`src/rtl/mem_port_arbiter.sv`:
```
// mem_port_arbiter: shares one synchronous memory port between CPU (port 0) and loader (port 1)
// Fixed priority to port 0; a starvation counter forces a port-1 grant after MAX_WAIT port-0 wins.
// Optional feature macro: MEM_ARB_LOCK_EN adds lock1 so port 1 can hold the bus across accesses.
module mem_port_arbiter #(
    parameter int DATA_WIDTH = 16,
    parameter int ADDR_WIDTH = 8,
    parameter int MAX_WAIT   = 4
) (
    input  logic                  clk,
    input  logic                  rst_n,
    input  logic                  req0,
    input  logic                  wr0,
    input  logic [ADDR_WIDTH-1:0] addr0,
    input  logic [DATA_WIDTH-1:0] wdata0,
    output logic                  ack0,
    output logic [DATA_WIDTH-1:0] rdata0,
    input  logic                  req1,
    input  logic                  wr1,
    input  logic [ADDR_WIDTH-1:0] addr1,
    input  logic [DATA_WIDTH-1:0] wdata1,
    output logic                  ack1,
    output logic [DATA_WIDTH-1:0] rdata1,
`ifdef MEM_ARB_LOCK_EN
    input  logic                  lock1,
`endif
    output logic                  busy,
    output logic                  mem_en,
    output logic                  mem_wr,
    output logic [ADDR_WIDTH-1:0] mem_addr,
    output logic [DATA_WIDTH-1:0] mem_din,
    input  logic [DATA_WIDTH-1:0] mem_dout
);
    localparam int CW = $clog2(MAX_WAIT + 1);
    localparam logic [CW-1:0] CNT_MAX = CW'(MAX_WAIT);

    typedef enum logic [1:0] {IDLE, ISSUE, ACK} state_t;

    state_t          state_q, state_d;
    logic            gnt_q, gnt_d, wr_q, wr_d, pick1, lock_win, in_issue, in_ack, rd_done;
    logic [CW-1:0]   wait_q, wait_d;
    logic [DATA_WIDTH-1:0] hold0, hold1;

`ifdef MEM_ARB_LOCK_EN
    assign lock_win = lock1 & req1;
`else
    assign lock_win = 1'b0;
`endif
    assign pick1 = lock_win | (req1 & (~req0 | (wait_q == CNT_MAX)));

    // sequencing IDLE -> ISSUE -> ACK; grant, direction and starvation count latch on leaving IDLE
    always_comb begin
        state_d = state_q;
        gnt_d   = gnt_q;
        wr_d    = wr_q;
        wait_d  = wait_q;
        if (state_q == IDLE) begin
            if (req0 | req1) begin
                state_d = ISSUE;
                gnt_d   = pick1;
                wr_d    = pick1 ? wr1 : wr0;
                wait_d  = (!pick1 && req1) ? ((wait_q == CNT_MAX) ? CNT_MAX : wait_q + 1'b1) : '0;
            end
        end else begin
            state_d = (state_q == ISSUE) ? ACK : IDLE;
        end
    end

    // FSM and arbitration state registers
    always_ff @(posedge clk or negedge rst_n) begin
        if (!rst_n) begin
            state_q <= IDLE;
            gnt_q   <= 1'b0;
            wr_q    <= 1'b0;
            wait_q  <= '0;
        end else begin
            state_q <= state_d;
            gnt_q   <= gnt_d;
            wr_q    <= wr_d;
            wait_q  <= wait_d;
        end
    end

    assign in_issue = state_q == ISSUE;
    assign in_ack   = state_q == ACK;
    assign rd_done  = in_ack & ~wr_q;
    assign busy     = state_q != IDLE;
    assign mem_en   = in_issue;
    assign mem_wr   = in_issue & wr_q;
    assign mem_addr = in_issue ? (gnt_q ? addr1 : addr0) : '0;
    assign mem_din  = in_issue ? (gnt_q ? wdata1 : wdata0) : '0;
    assign ack0     = in_ack & ~gnt_q;
    assign ack1     = in_ack & gnt_q;
    assign rdata0   = (rd_done & ~gnt_q) ? mem_dout : hold0;
    assign rdata1   = (rd_done & gnt_q) ? mem_dout : hold1;

    // read data hold registers, refreshed only by a completed read of their own port
    always_ff @(posedge clk or negedge rst_n) begin
        if (!rst_n) begin
            hold0 <= '0;
            hold1 <= '0;
        end else if (rd_done) begin
            if (gnt_q) hold1 <= mem_dout;
            else hold0 <= mem_dout;
        end
    end
endmodule

```
`config.mk`:
```
export PLATFORM = sky130hd
export DESIGN_NAME = mem_port_arbiter
export DESIGN_NICKNAME = d
export VERILOG_FILES = /design/src/rtl/mem_port_arbiter.sv
export SDC_FILE = /design/constraint.sdc
export NUM_CORES = 1
export LEC_CHECK = 0
export CORE_ASPECT_RATIO = 1.25
export CORE_UTILIZATION = 31
export CTS_CLUSTER_DIAMETER = 60
export DETAILED_ROUTE_END_ITERATION = 7
export GPL_TIMING_DRIVEN = 0
export PLACE_DENSITY = 0.66
export RECOVER_POWER = 25
export SLEW_MARGIN = 10
export SYNTH_ARGS = -nofsm -noshare
export SYNTH_HDL_FRONTEND = slang
export SYNTH_SLANG_ARGS = --single-unit
```
`constraint.sdc`:
```
create_clock -name clk -period 5.1 [get_ports clk]
set_clock_uncertainty 0.1 [all_clocks]
set_input_delay 0.765 -clock clk [delete_from_list [all_inputs] [get_ports clk]]
set_output_delay 0.765 -clock clk [all_outputs]
set_load 0.05 [all_outputs]
```
==> results of run 1 <==
==> registers in the layout, summed over array words and instances, names as in the netlist <==
register	count
hold1	16
gnt_q	1
state_q	2
wr_q	1
wait_q	3
hold0	16
==> per-layer routing <==
layer	wire (µm)	part of all wire, %	vias to the layer above	GRT usage, %
met3	490	9.1	2	4.40
met2	2640	49	104	26.4
met1	2200	41	862	17.7
met5	0	0	-	0
li1	-	-	904	-
met4	28	0.52	0	4.33
==> worst reg2reg max path, stage by stage, from the launching register on <==
cell and delay (ns):
dfrtp_1 0.41, and3b_4 0.30, and2_4 0.13, buf_6 0.15
buf_6 0.19, mux2_4 0.32
==> stage by stage <==
| stage | power, µW | utilization, % |
|---|---|---|
| finish | 2590 | 54.8 |
| global route | 2730 | 54.8 |
| CTS | 2630 | 55.1 |
| detailed placement | 2410 | 53.8 |
| global placement | 2400 | 53.6 |
| floorplan | 1830 | - |
==> area by class of cell <==
cell class,instances,area (µm²)
Fill cell,616,3020
Timing Repair Buffer,131,1300
Multi-Input combinational cell,123,1090
Sequential cell,39,976
Tap cell,87,109
Clock buffer,6,72.6
Buffer,11,72.6
Inverter,9,33.8
Clock inverter,2,12.5
==> cell usage in the layout (no fill, tap or decap), types with 3 or more instances in the layout <==
master | Yosys | routed
buf_2 | 4 | 4
buf_6 | 3 | 3
clkbuf_1 | 3 | 6
clkbuf_8 | 0 | 5
clkdlybuf4s50_1 | 0 | 129
dfrtp_1 | 39 | 39
inv_1 | 9 | 9
mux2_2 | 38 | 38
mux2_4 | 10 | 10
mux2i_1 | 24 | 24
nand2_1 | 3 | 3
nor2_1 | 28 | 28
==> cells by family (layout without fill, tap and decap cells) <==
group	count (synthesis)	in the layout	synth area share, %
mux	72	72	37.6
fa+ha+maj	2	2	1.15
flops	39	39	44.9
simple gates	38	38	7.77
compound gates	11	11	3.68
buf+inv	20	159	4.89
==> power breakdown <==
| group | total (µW) | internal [µW] | leakage [µW] | switching (µW) |
|---|---|---|---|---|
| Combinational | 1880 | 723 | 0.00102 | 1160 |
| Sequential | 507 | 451 | 0.000485 | 55.4 |
| Clock | 199 | 95.5 | 0.0000412 | 103 |
==> how the worst max path moves through the flow <==
stage | startpoint | slack, ns | to
4_1_cts | state_q[0]$_DFFE_PN0P_ | 1.46 | rdata0[14]
6_report | state_q[0]$_DFFE_PN0P_ | 1.50 | rdata0[10]
3_3_place_gp | state_q[0]$_DFFE_PN0P_ | 1.81 | rdata0[14]
3_5_place_dp | state_q[0]$_DFFE_PN0P_ | 1.78 | rdata0[14]
5_1_grt | state_q[0]$_DFFE_PN0P_ | 1.31 | rdata0[10]
2_1_floorplan | state_q[0]$_DFFE_PN0P_ | 2.60 | rdata1[11]
==> flow_summary.ini, run 1 <==
[status]
status = finished, violations left
violations = max-capacitance violations, max-slew violations

[logic_synthesis]
syn_inst = 182
synth_ff_type = dfrtp_1
syn-mean-instance-area_um2 = 11.9
synth_largest_area_cell = dfrtp_1
synth_enable_flop_cells = 0
synth_common_cells = dfrtp_1, mux2_2, nor2_1
yosys_warnings = 0
ys_top_cells_by_area = dfrtp_1, mux2_2, mux2i_1, mux2_4, nor2_1
synthDistinctLibCells = 28
synth_nets = 254
synth.most_common_cell = dfrtp_1
syn_area_mm2 = 0.00217
synth-seq-area-share_pct = 44.9
ys_seq_elements = 39
async_reset_ff_share_pct = 100
netlist.area_leader.share_pct = 44.9

[floorplan]
io_pins = 131
coreArea_mm2 = 0.00669
dieArea_mm2 = 0.00736
rows = 33
initial_core_util_pct = 32.5
die_h_um = 95.6
die_x_um = 76.9

[sta]
timing.fmax_mhz = 278
slew_viol_final = 36
final.setup.worst_slack_ns = 1.50
timing.slew.headroom_pct = -21.0
min_period_ns = 3.60
hold_violations = 0
worst_pin_slew_ns = 1.82
fin_crit_sh_pct = 70.5
rsz0062_at_grt = no
setup_viol = 0
tns_ns = 0
fin_hold_ws_ns = 0.206

[critical_path]
crit_buf_inv = 3
r2r_cells = 5
cpMaxStageDelayCell = clkdlybuf4s50_1
cp_max_fo = 10
r2r_start = state_q[0]$_DFFE_PN0P_
crit_cells = 6
slowest_delay_ns = 0.72
endpoint_kind = primary output
cp.required_ns = 4.24
r2r-end = hold1[14]$_DFFE_PN0P_
path_class = flip-flop to primary output
startpoint_type = flip-flop
path_cells = nand2b_1, nor3_1, buf_2, buf_4, mux2_2, clkdlybuf4s50_1
reg2reg_slack_ns = 3.37
cpLargestDelayFamily = buffers and inverters
arrival_ns = 2.73

[global_routing]
antenna_found_initial = 0
overflow = 0
grt_max_degree = 36
grt_usage_pct = 15.0
grt_pass1_vias = 1903
grt_pass1_wl_um = 8690

[placed_design]
place_inst = 400
numPortBuffers = 130
dpl_cell_area_mm2 = 0.00360
gp_congestion = 0.721
dp_slack_ns = 1.78
dp_hpwl_um = 4230

[route]
vias = 1872
wl_um = 5360
ant_nets = 0
wire_per_inst_um = 13.1
drt_iter0_markers = 22
drc = 0
drt-vias-per-instance = 4.59
first_pass_iters = 3

[pwr]
ir_drop_v = 0.000318
powerDensity_mw_per_mm2 = 706
p_leak_uw = 0.00154

[finish]
finalNetCount = 392
drive_gt1_share_pct = 20.9
antennaDiodeCount = 0
final_area_mm2 = 0.00367
area_delta_synth_final_pct = 68.6
finalNonFillerCells = 408

[clocking]
cts_made_buffers = 5
cts_resized = 0
root_buffer = clkbuf_8
clk_latency_ns = 0.28
clk_path_buf_depth = 2
cts_hold_buf = 0
cts_setup_buffers = 0
clk_transition_reported_paths_ns = 0.08
cts_sinks = 39
htreeDepth = 2
cts_tree = built

[worst_hold_path]
min_path_type = primary input to async pin

[job]
cap_violations = 1
(Power assumes the default switching activity.)
==> run 2: changes to the inputs <==
--- a/config.mk
+++ b/config.mk
@@ -10,7 +10,7 @@
 export CTS_CLUSTER_DIAMETER = 60
 export DETAILED_ROUTE_END_ITERATION = 7
 export GPL_TIMING_DRIVEN = 0
-export PLACE_DENSITY = 0.66
+export PLACE_DENSITY = 0.68
 export RECOVER_POWER = 25
 export SLEW_MARGIN = 10
 export SYNTH_ARGS = -nofsm -noshare
==> constraint.sdc (replaced) <==
create_clock -name clk -period 3 [get_ports clk]
set_clock_uncertainty 0.1 [all_clocks]
set_input_delay 0.45 -clock clk [delete_from_list [all_inputs] [get_ports clk]]
set_output_delay 0.45 -clock clk [all_outputs]
set_load 0.05 [all_outputs]
==> flow_summary.ini, run 2 (synthesis results as in run 1) <==
[status]
status = complete, no violations

[placed_design]
numPortBuffers = 130
dp_hpwl_um = 4320
gp_congestion = 0.702

[critical_path]
reg2reg_slack_ns = 1.26
cp_max_fo = 10
endpoint_kind = primary output
path_cells = and3b_4, and2_4, buf_6, mux2_2, clkdlybuf4s50_1
cp.required_ns = 2.45
startpoint_type = flip-flop
path_class = flip-flop to primary output
cpMaxStageDelayCell = clkdlybuf4s50_1
arrival_ns = 2.35
slowest_delay_ns = 0.71

[clocking]
cts_made_buffers = 5
htreeDepth = 2
cts_hold_buf = 0
cts_setup_buffers = 0
cts_tree = built
root_buffer = clkbuf_8
clk_latency_ns = 0.28
cts_sinks = 39
clk_path_buf_depth = 2
clk_transition_reported_paths_ns = 0.07

[pwr]
powerDensity_mw_per_mm2 = 1180
ir_drop_v = 0.000629
p_leak_uw = 0.00159

[global_routing]
antenna_found_initial = 0
grt_pass1_vias = 1894
grt_pass1_wl_um = 8730
overflow = 0
grt_max_degree = 21
grt_usage_pct = 15.3

[floorplan]
io_pins = 131
die_x_um = 76.9
initial_core_util_pct = 32.5
die_h_um = 95.6
coreArea_mm2 = 0.00669
dieArea_mm2 = 0.00736
rows = 33

[sta]
min_period_ns = 2.90
fin_hold_ws_ns = 0.223
timing.fmax_mhz = 345
fin_crit_sh_pct = 96.6
hold_violations = 0
rsz0062_at_grt = yes
setup_viol = 0
slew_viol_final = 0
timing.slew.headroom_pct = 28.3
worst_pin_slew_ns = 1.08

[finish]
layout_common_cells = clkdlybuf4s50_1, dfrtp_1, mux2_2
largestRegisters = hold0: 16 flops, hold1: 16 flops, wait_q: 3 flops
final_common_cell = clkdlybuf4s50_1
area_delta_synth_final_pct = 65.6
final_util_pct = 53.9
antennaDiodeCount = 0
drive_gt1_share_pct = 24.0
finalNetCount = 392

[route]
first_pass_iters = 3
drt_iter0_markers = 30
ant_nets = 0
wire_per_inst_um = 13.4
wl_met2_um = 2650
vias = 1878
wl_um = 5470
drc = 0
drt-vias-per-instance = 4.60
dr_wl_met3_um = 490
highest_layer = met4
drt-met1-wl_um = 2240

[job]
cap_violations = 0

[worst_hold_path]
min_path_type = primary input to async pin
[run 2: worst max-delay path: cells and delay by family (launching register included)]
| family | cells | cell delay [ns] |
|---|---|---|
| and+or+nand+nor | 2 | 0.44 |
| DFF | 1 | 0.40 |
| buffers and inverters | 2 | 0.86 |
| muxes | 1 | 0.36 |
[run 2: repair_timing]
item | 4_1_cts | 5_1_grt
gates resized for setup | 26 | 24
endpoints found under the setup margin | 26 | 29
cloned | 0 | 0
[run 2: cell type report]
class | count | area, µm²
buffer | 11 | 77.6
clock buffer | 7 | 76.3
clock inverter | 1 | 5.00
fill | 626 | 3090
inverter | 9 | 33.8
multi-input combinational | 123 | 1090
sequential | 39 | 976
tap | 87 | 109
timing repair buffer | 131 | 1230
[run 2: final timing paths]
path	from	endpoint	depth (start not counted)
max reg2reg	state_q[0]$_DFFE_PN0P_	hold1[5]$_DFFE_PN0P_	5
min	rst_n	hold0[4]$_DFFE_PN0P_	1
min reg2reg	hold1[4]$_DFFE_PN0P_	hold1[4]$_DFFE_PN0P_	1
min in group clk	hold1[4]$_DFFE_PN0P_	hold1[4]$_DFFE_PN0P_	1
max	state_q[0]$_DFFE_PN0P_	rdata1[10]	5
max in group asynchronous	rst_n	hold0[5]$_DFFE_PN0P_	2
[run 2: layer usage]
metal	vias up	GRT usage, %
li1	903	-
met1	860	17.1
met2	106	27.4
met3	9	4.78
met4	0	5.61
met5	-	0
[run 2: per-stage QoR]
stage	std cells	TNS [ns]	setup slack [ns]	power (µW)	instance area, µm²
5_1_grt	408	-0.0754	-0.0754	4480	3600
6_report	408	0	0.102	4240	3600
3_5_place_dp	400	0	0.0400	4110	3610
3_3_place_gp	399	0	0.0230	4080	3580
4_1_cts	408	0	0.000988	4320	3660
2_1_floorplan	182	0	0.815	3120	2170
[run 2: report_power, final]
part / leakage, µW / internal (µW) / total [µW] / switching, µW
clock: 0.0000422 / 163 / 331 / 168
combinational: 0.00107 / 1080 / 3050 / 1970
sequential: 0.000485 / 768 / 862 / 93.9
==> run 3: changes to the inputs <==
--- a/config.mk
+++ b/config.mk
@@ -12,7 +12,6 @@
 export GPL_TIMING_DRIVEN = 0
 export PLACE_DENSITY = 0.68
 export RECOVER_POWER = 25
-export SLEW_MARGIN = 10
 export SYNTH_ARGS = -nofsm -noshare
 export SYNTH_HDL_FRONTEND = slang
 export SYNTH_SLANG_ARGS = --single-unit
==> constraint.sdc (replaced) <==
create_clock -name clk -period 2.6 [get_ports clk]
set_clock_uncertainty 0.1 [all_clocks]
set_input_delay 0.39 -clock clk [delete_from_list [all_inputs] [get_ports clk]]
set_output_delay 0.39 -clock clk [all_outputs]
set_load 0.05 [all_outputs]
==> flow_summary.ini, run 3 (synthesis results as in run 1) <==
[status]
status = finished, violations left
violations = max-capacitance violations, max-slew violations

[critical_path]
cpMaxStageDelayCell = dfrtp_1
path_cells = nand2b_1, nor3_2, buf_4, buf_4, mux2_2, clkdlybuf4s15_2
path_class = flip-flop to primary output
cp.required_ns = 2.11
crit_path_frequent_cell = buf_4
slowest_delay_ns = 0.40
arrival_ns = 2.09
cp_max_fo = 10
startpoint_type = flip-flop
endpoint_kind = primary output

[finish]
largestRegisters = hold0: 16 flops, hold1: 16 flops, wait_q: 3 flops
finalNetCount = 391
antennaDiodeCount = 0
area_delta_synth_final_pct = 63.0
final_util_pct = 53.0
layout_common_cells = clkdlybuf4s50_1, dfrtp_1, mux2_2
num-fill-cells = 633
multi_input_area_mm2 = 0.00110
final_common_cell = clkdlybuf4s50_1
final_area_mm2 = 0.00354
drive_gt1_share_pct = 32.5
seqCellArea_um2 = 976

[sta]
slew_viol_final = 40
timing.slew.headroom_pct = -33.7
tns_ns = 0
setup_viol = 0
rsz0062_at_grt = yes
timing.fmax_mhz = 388
worst_pin_slew_ns = 2.01
fin_crit_sh_pct = 99.2
hold_violations = 0
min_period_ns = 2.58

[floorplan]
die_h_um = 95.6
io_pins = 131
coreArea_mm2 = 0.00669
initial_core_util_pct = 32.5
dieArea_mm2 = 0.00736
rows = 33
die_x_um = 76.9

[clocking]
cts_hold_buf = 0
cts_made_buffers = 5
root_buffer = clkbuf_8
cts_tree = built
htreeDepth = 2
cts_sinks = 39
clk_latency_ns = 0.29
clk_transition_reported_paths_ns = 0.07
clk_path_buf_depth = 2

[global_routing]
grt_pass1_vias = 1947
antenna_found_initial = 0
use_met1_pct = 17.3
grt.busiest_layer = met2
grt_max_degree = 40
grt_pass1_wl_um = 8830
overflow = 0
grtUsageMet2_pct = 28.0
grt_util_met3_pct = 4.69
grt_usage_pct = 15.5

[worst_hold_path]
min_path_type = flip-flop to flip-flop

[placed_design]
dp_hpwl_um = 4230
gp_congestion = 0.702
dpl_cell_area_mm2 = 0.00358
numPortBuffers = 130

[route]
vias = 1882
wl_um = 5430
drt_iter0_markers = 25
wire_per_inst_um = 13.3
ant_nets = 0
drt-vias-per-instance = 4.62
drc = 0
first_pass_iters = 2

[pwr]
powerDensity_mw_per_mm2 = 1350
ir_drop_v = 0.000657
pwr-share-seq_pct = 20.7
combPwrFrac_pct = 71.0
p_int_uw = 2210
p_leak_uw = 0.00173
p_sw_share_pct = 54.0
p_sw_uw = 2590
clockPowerShare_pct = 8.2

[job]
cap_violations = 1
==> run 3: final timing paths <==
check                                  startpoint                    to  slack (ns)  cells past startpoint
setup reg to reg           state_q[0]$_DFFE_PN0P_  hold1[9]$_DFFE_PN0P_        0.91                      4
hold reg to reg              hold1[5]$_DFFE_PN0P_  hold1[5]$_DFFE_PN0P_        0.39                      1
hold / removal               hold1[5]$_DFFE_PN0P_  hold1[5]$_DFFE_PN0P_        0.39                      1
min in group asynchronous                   rst_n  hold0[4]$_DFFE_PN0P_        0.56                      1
setup / recovery           state_q[0]$_DFFE_PN0P_             rdata0[5]        0.02                      6
max in group asynchronous                   rst_n  hold1[7]$_DFFE_PN0P_        0.69                      1
==> run 3: worst max-delay path: cells and delay by family (launching register included) <==
family,cells,cell delay [ns]
buffers and inverters,3,0.68
DFF,1,0.40
muxes,1,0.36
and+or+nand+nor,2,0.36
==> run 3: metrics by stage <==
| stage | cells | hold WS (ns) | setup slack (ns) | power, µW |
|---|---|---|---|---|
| 5_1_grt | 407 | 0.409 | -0.0733 | 5070 |
| 6_report | 407 | 0.392 | 0.0210 | 4790 |
| 4_1_cts | 409 | 0.130 | -0.100 | 4880 |
| 2_1_floorplan | 182 | -0.00559 | 0.475 | 3600 |
| 3_3_place_gp | 399 | 0.376 | -0.317 | 4710 |
| 3_5_place_dp | 399 | 0.382 | -0.307 | 4730 |
==> run 3: routing by layer <==
layer	part of all wire (%)	up-vias
met5	0	-
met4	1.2	0
met3	8.9	7
met2	49	106
met1	41	869
li1	-	900
==> run 3: timing repair <==
| action | 4_1_cts | 5_1_grt |
|---|---|---|
| setup endpoints to repair | 52 | 39 |
| setup buffers | 2 | 0 |
| gates resized for setup | 146 | 21 |
==> run 3: area by class of cell <==
| cell class | count | share of cell area [%] |
|---|---|---|
| Timing Repair Buffer | 132 | 33.3 |
| Multi-Input combinational cell | 123 | 31.0 |
| Sequential cell | 39 | 27.5 |
| Tap cell | 87 | 3.07 |
| Clock buffer | 6 | 2.05 |
| Buffer | 9 | 1.84 |
| Inverter | 9 | 0.953 |
| Clock inverter | 2 | 0.353 |
==> run 3: power groups by stage <==
stage	clock (µW)	combinational [µW]	sequential, µW
2_1_floorplan	0	2620	978
3_3_place_gp	0	3710	995
3_5_place_dp	0	3730	1010
4_1_cts	412	3470	995
5_1_grt	440	3590	1030
6_report	393	3410	995
